$ cat src/rtl/uart_rx_fifo_param.sv
// ============================================================================
// Module   : uart_rx_fifo_param
// Brief    : UART RX FIFO with per-entry error flags, sticky over/underrun,
//            trigger-level compare and running error-entry counter.
// Revision : 1.0
// ============================================================================
`default_nettype none

module uart_rx_fifo_param #(
  parameter int DATA_W = 8,
  parameter int ERR_W  = 3,
  parameter int ADDR_W = 4
) (
  input  logic                      clk,
  input  logic                      wb_rst_i,
  input  logic [DATA_W+ERR_W-1:0]   data_in,
  input  logic                      push,
  input  logic                      pop,
  input  logic                      fifo_clr,
  input  logic                      status_clr,
  input  logic [1:0]                trig_sel,
  output logic [DATA_W+ERR_W-1:0]   data_out,
  output logic [ADDR_W:0]           count,
  output logic                      empty,
  output logic                      full,
  output logic                      overrun,
  output logic                      underrun,
  output logic                      error_bit,
  output logic                      trig_hit
);

  localparam int W     = DATA_W + ERR_W;
  localparam int DEPTH = 1 << ADDR_W;
  localparam int CNT_W = ADDR_W + 1;

  localparam logic [CNT_W-1:0] c_one     = CNT_W'(1);
  localparam logic [CNT_W-1:0] c_depth   = CNT_W'(DEPTH);
  localparam logic [CNT_W-1:0] c_lvl_q   = CNT_W'(DEPTH / 4);
  localparam logic [CNT_W-1:0] c_lvl_h   = CNT_W'(DEPTH / 2);
  localparam logic [CNT_W-1:0] c_lvl_top = CNT_W'(DEPTH - 2);

  logic [W-1:0]      mem [DEPTH];

  logic [ADDR_W-1:0] rd_ptr_q, rd_ptr_d;
  logic [ADDR_W-1:0] wr_ptr_q, wr_ptr_d;
  logic [CNT_W-1:0]  count_q, count_d;
  logic [CNT_W-1:0]  err_cnt_q, err_cnt_d;
  logic              overrun_q, overrun_d;
  logic              underrun_q, underrun_d;

  logic              w_empty, w_full;
  logic              w_push_ok, w_pop_ok;
  logic              w_in_err, w_head_err;
  logic              w_set_ovr, w_set_und;
  logic [CNT_W-1:0]  w_trig_lvl;

  assign w_empty    = (count_q == '0);
  assign w_full     = (count_q == c_depth);
  assign w_in_err   = |data_in[ERR_W-1:0];
  assign w_head_err = |mem[rd_ptr_q][ERR_W-1:0];

  always_comb begin
    w_push_ok  = push && (!w_full || pop);
    w_pop_ok   = pop && !w_empty;
    w_set_ovr  = push && !w_push_ok;
    w_set_und  = pop && w_empty;

    rd_ptr_d   = rd_ptr_q;
    wr_ptr_d   = wr_ptr_q;
    count_d    = count_q;
    err_cnt_d  = err_cnt_q;
    overrun_d  = overrun_q;
    underrun_d = underrun_q;

    if (fifo_clr) begin
      rd_ptr_d   = '0;
      wr_ptr_d   = '0;
      count_d    = '0;
      err_cnt_d  = '0;
      overrun_d  = 1'b0;
      underrun_d = 1'b0;
    end else begin
      if (w_push_ok) wr_ptr_d = wr_ptr_q + 1'b1;
      if (w_pop_ok)  rd_ptr_d = rd_ptr_q + 1'b1;

      if (w_push_ok && !w_pop_ok)      count_d = count_q + c_one;
      else if (w_pop_ok && !w_push_ok) count_d = count_q - c_one;

      // Error count follows entries entering and leaving, not the storage.
      if ((w_push_ok && w_in_err) && !(w_pop_ok && w_head_err))
        err_cnt_d = err_cnt_q + c_one;
      else if ((w_pop_ok && w_head_err) && !(w_push_ok && w_in_err))
        err_cnt_d = err_cnt_q - c_one;

      if (w_set_ovr)       overrun_d = 1'b1;
      else if (status_clr) overrun_d = 1'b0;

      if (w_set_und)       underrun_d = 1'b1;
      else if (status_clr) underrun_d = 1'b0;
    end
  end

  always_comb begin
    w_trig_lvl = c_one;
    case (trig_sel)
      2'd0:    w_trig_lvl = c_one;
      2'd1:    w_trig_lvl = c_lvl_q;
      2'd2:    w_trig_lvl = c_lvl_h;
      default: w_trig_lvl = c_lvl_top;
    endcase
  end

  always_ff @(posedge clk or posedge wb_rst_i) begin
    if (wb_rst_i) begin
      rd_ptr_q   <= '0;
      wr_ptr_q   <= '0;
      count_q    <= '0;
      err_cnt_q  <= '0;
      overrun_q  <= 1'b0;
      underrun_q <= 1'b0;
    end else begin
      rd_ptr_q   <= rd_ptr_d;
      wr_ptr_q   <= wr_ptr_d;
      count_q    <= count_d;
      err_cnt_q  <= err_cnt_d;
      overrun_q  <= overrun_d;
      underrun_q <= underrun_d;
    end
  end

  // Storage is intentionally unreset; a flush discards the write.
  always_ff @(posedge clk) begin
    if (w_push_ok && !fifo_clr) mem[wr_ptr_q] <= data_in;
  end

  assign data_out  = mem[rd_ptr_q];
  assign count     = count_q;
  assign empty     = w_empty;
  assign full      = w_full;
  assign overrun   = overrun_q;
  assign underrun  = underrun_q;
  assign error_bit = (err_cnt_q != '0);
  assign trig_hit  = (count_q >= w_trig_lvl);

endmodule

`default_nettype wire
$ cat config.mk
export PLATFORM = sky130hd
export DESIGN_NAME = uart_rx_fifo_param
export DESIGN_NICKNAME = d
export VERILOG_FILES = /design/src/rtl/uart_rx_fifo_param.sv
export SDC_FILE = /design/constraint.sdc
export NUM_CORES = 1
export LEC_CHECK = 0
export ABC_CLOCK_PERIOD_IN_PS = 3150
export CAP_MARGIN = 20
export CORE_MARGIN = 3
export CORE_UTILIZATION = 30
export DETAILED_ROUTE_END_ITERATION = 6
export GPL_TIMING_DRIVEN = 0
export MAX_ROUTING_LAYER = met4
export PLACE_DENSITY = 0.58
export SKIP_CTS_REPAIR_TIMING = 1
export SYNTH_ARGS = -nofsm -noshare
export SYNTH_HDL_FRONTEND = slang
export SYNTH_SLANG_ARGS = --single-unit
$ cat constraint.sdc
create_clock -name clk -period 3.15 [get_ports clk]
set_clock_uncertainty 0.2 [all_clocks]
set_input_delay 0.63 -clock clk [delete_from_list [all_inputs] [get_ports clk]]
set_output_delay 0.63 -clock clk [all_outputs]
set_load 0.02 [all_outputs]
==> impl_metrics.tcl <==
set metrics [dict create \
    synth_cell_type_count 40 \
    type_of_origin_of_the_critical_path "flop" \
    timing_max_transition_violations_final 0 \
    final.period_utilization 1.114 \
    crit_chain "buf_12 -> buf_6 -> mux4_2 -> a22oi_2 -> nand3_2 -> o31a_4 -> nand2b_4 -> fa_2 -> a21o_1 -> a21oi_2 -> nor3_1 -> mux2i_1 -> mux2_1" \
    clk_path_buf_depth 2 \
    critical_path_required_ns 3.27 \
    p_leak_nw 3.399 \
    rsz0062_at_grt "yes" \
    h-tree-depth 4 \
    numClockSinks 196 \
    timing.reg2reg.setup_slack_ns -0.36 \
    dpl_cell_area_um2 9199 \
    drt-pass1-iter-count 4 \
    hold_violations 0 \
    final-setup-viol-count 11 \
    antenna_violating_nets_post_route 0 \
    failing_checks "negative setup slack" \
    worstSetupPathType "reg -> reg" \
    final_net_count 550 \
    netlist.top_cell.by_area "sky130_fd_sc_hd__edfxtp_1" \
    achievable-frequency_mhz 284.9 \
    detail_route.drc_violations 0 \
    pre_cts_slack_ns -0.8244 \
    min_path_type "reg -> reg" \
    synth.ff_latch_count 196 \
    drt-total-wl_mm 17.50 \
    cts_tree "built" \
    slowest_delay_ns 0.49 \
    chipHeight_um 170.9 \
    clock_tree.root_cell "sky130_fd_sc_hd__clkbuf_16" \
    initialDrtViolationCount 365 \
    grt_usage 0.1264 \
    groute.layer.met1.usage 0.1524 \
    status "finished with violations" \
    drv_cap 0 \
    final_area_um2 10070 \
    final_layout_size_suffix_gt1_frac 0.3061 \
    post_synth_main_area_contributors "sky130_fd_sc_hd__edfxtp_1 (65%), sky130_fd_sc_hd__mux4_2 (14%), sky130_fd_sc_hd__dfrtp_1 (6.1%), sky130_fd_sc_hd__ha_1 (2.5%), sky130_fd_sc_hd__nor2_1 (1.3%)" \
    routed_via_density 4.816 \
    areaGrowthSynthToFinish_pct 23.35 \
    wire_per_inst_um 20.33 \
    gp_routability_congestion 0.7540 \
    num_antenna_cells 0 \
    critical_path.endpoint_type "flop" \
    grt_first_pass_wirelength_mm 26.36 \
    first_global_vias 4202 \
    fin_ws_ns -0.3595 \
    synth.yosys.seq_area_share 0.7090 \
    synth-warning-count 0 \
    busiest_layer "met2" \
    timing.critical_path.fanout_max 5 \
    die_w_um 170.9 \
    worst_skew_pair.late_latency_ns 0.43 \
    grt_antenna_before_repair 0 \
    slew-limit-headroom 0.3483 \
    post_synth_instance_area_um2 8160 \
    pin_count_of_the_biggest_net_entering_global_routing 21 \
    num_rows 59 \
    cp_data_arrival_time_ns 3.63 \
    worstMarginPinSlew_ns 0.9775 \
    fin_cells 861 \
    clkSlewWorstSetupHoldPaths_ns 0.07 \
    finalCriticalPeriod_ns 3.510 \
    io_buffer_count 39 \
    syn_area_per_cell_um2 19.11 \
    ios 41 \
    grt.met3_usage 0.01941 \
    cts_buffers 17 \
    detailed_route_via_count 4147 \
    initial_core_util 0.3088 \
    global_route.usage.met2 0.2194 \
    area_of_the_die_um2 29220 \
    worst_hold_slack_ns 0.3472 \
    core-area_um2 26430 \
    synth_cells 427 \
    postSynthNetCount 464 \
    globalRouteOverflowTotal 0 \
    fin_total_pwr_mw 7.630 \
    power.density_cell_area_nw_per_um2 758.0 \
    synth_largest_type_area_fraction 0.6477 \
    dpl.cell_count 813 \
    cp_slowest_cell "sky130_fd_sc_hd__mux4_2" \
    hpwlAfterDp_mm 11.74 \
    maximum_vdd_ir_drop_uv 498.5 \
]
routing by layer:
layer / vias up / routed length [µm]
li1: 1874 / -
met1: 2191 / 7022
met2: 72 / 9697
met3: 10 / 602
met4: 0 / 178
met5: - / 0
final cells by class:
type / instances / area (µm²)
fill: 2360 / 16360
sequential: 196 / 5788
multi-input combinational: 202 / 2369
timing repair buffer: 67 / 729.5
clock buffer: 19 / 432.9
tap: 335 / 419.2
buffer: 18 / 181.4
clock inverter: 13 / 105.1
inverter: 11 / 41.29
power by group:
part / switching, mW / total, mW / internal [mW]
Sequential: 0.112 / 3.05 / 2.93
Clock: 0.958 / 1.98 / 1.02
Combinational: 1.18 / 2.61 / 1.42
flip-flops by register name (all words and copies together) (netlist names):
register   count
err_cnt_q      5
underrun       1
overrun        1
wr_ptr_q       4
count          5
rd_ptr_q       4
mem          176
per-stage QoR:
| stage | setup TNS (ns) | util |
|---|---|---|
| floorplan | -0.3796 | - |
| global placement | -105.28 | 0.3412 |
| detailed placement | -14.89 | 0.3481 |
| CTS | -12.82 | 0.3684 |
| global route | -3.555 | 0.3809 |
| finish | -2.563 | 0.3809 |
worst paths after layout:
| kind | endpoint | depth (start not counted) | from |
|---|---|---|---|
| worst min-delay path | overrun | 2 | overrun |
| worst min register to register | overrun | 2 | overrun |
| max in group asynchronous | rd_ptr_q[0] | 2 | wb_rst_i |
| min in group asynchronous | err_cnt_q[2] | 2 | wb_rst_i |
| worst max register to register | err_cnt_q[4] | 13 | rd_ptr_q[0] |
| worst max-delay path | err_cnt_q[4] | 13 | rd_ptr_q[0] |
worst max-delay path: cells and delay by family (launching register included):
family                   cells  cell delay, ns
flip-flops                   1            0.43
buffers and inverters        2            0.24
AO/OA/AOI/OAI                4            0.84
multiplexers                 3            0.97
AND/OR/NAND/NOR              3            0.35
adder cells (fa/ha/maj)      1            0.36
kinds of logic after synthesis:
kind of cell	after synthesis	share of synthesized area
xor gates and xnor gates	11	0.01411
and+or+nand+nor	86	0.05198
muxes	61	0.1579
buffers and inverters	29	0.01610
AOI/OAI and AO/OA	26	0.02147
DFF	196	0.7090
adders and majority gates	18	0.02944
Yosys cell counts (all sizes together):
| cell type | instances |
|---|---|
| mux2i | 5 |
| nor4 | 1 |
| a22oi | 3 |
| nor2b | 9 |
| inv | 11 |
| or3 | 2 |
| buf | 10 |
| edfxtp | 176 |
| mux4 | 52 |
| mux2 | 4 |
| a21o | 3 |
| o21ai | 5 |
| nor2 | 28 |
| dfrtp | 20 |
| a211oi | 1 |
| fa | 2 |
| ha | 16 |
| xor2 | 2 |
| o31ai | 1 |
| nand3 | 9 |
| xnor2 | 9 |
| and2 | 4 |
| o31a | 1 |
| nand4 | 1 |
| a21oi | 11 |
| nand3b | 1 |
| o21a | 1 |
| or4 | 1 |
| clkbuf | 8 |
| nand2 | 12 |
| nor3 | 12 |
| nand2b | 6 |
layout by cell type (no fill, tap or decap), drive strengths merged:
cell type / netlist / routed
nor2b: 9 / 9
clkbuf: 8 / 28
buf: 10 / 45
or4: 1 / 1
a21o: 3 / 3
nor3: 12 / 12
clkinvlp: 0 / 5
and2: 4 / 4
mux2: 4 / 4
xor2: 2 / 2
o21ai: 5 / 5
nand4: 1 / 1
ha: 16 / 16
clkinv: 0 / 5
dfrtp: 20 / 20
xnor2: 9 / 9
fa: 2 / 2
o31a: 1 / 1
clkdlybuf4s50: 0 / 25
dlymetal6s2s: 0 / 6
or3: 2 / 2
mux2i: 5 / 5
nand3b: 1 / 1
edfxtp: 176 / 176
nor2: 28 / 28
nor4: 1 / 1
a21oi: 11 / 11
mux4: 52 / 52
o21a: 1 / 1
a22oi: 3 / 3
nand2b: 6 / 6
nand3: 9 / 9
a211oi: 1 / 1
nand2: 12 / 12
o31ai: 1 / 1
inv: 11 / 14
No activity file was read; power rests on OpenSTA's default activity.
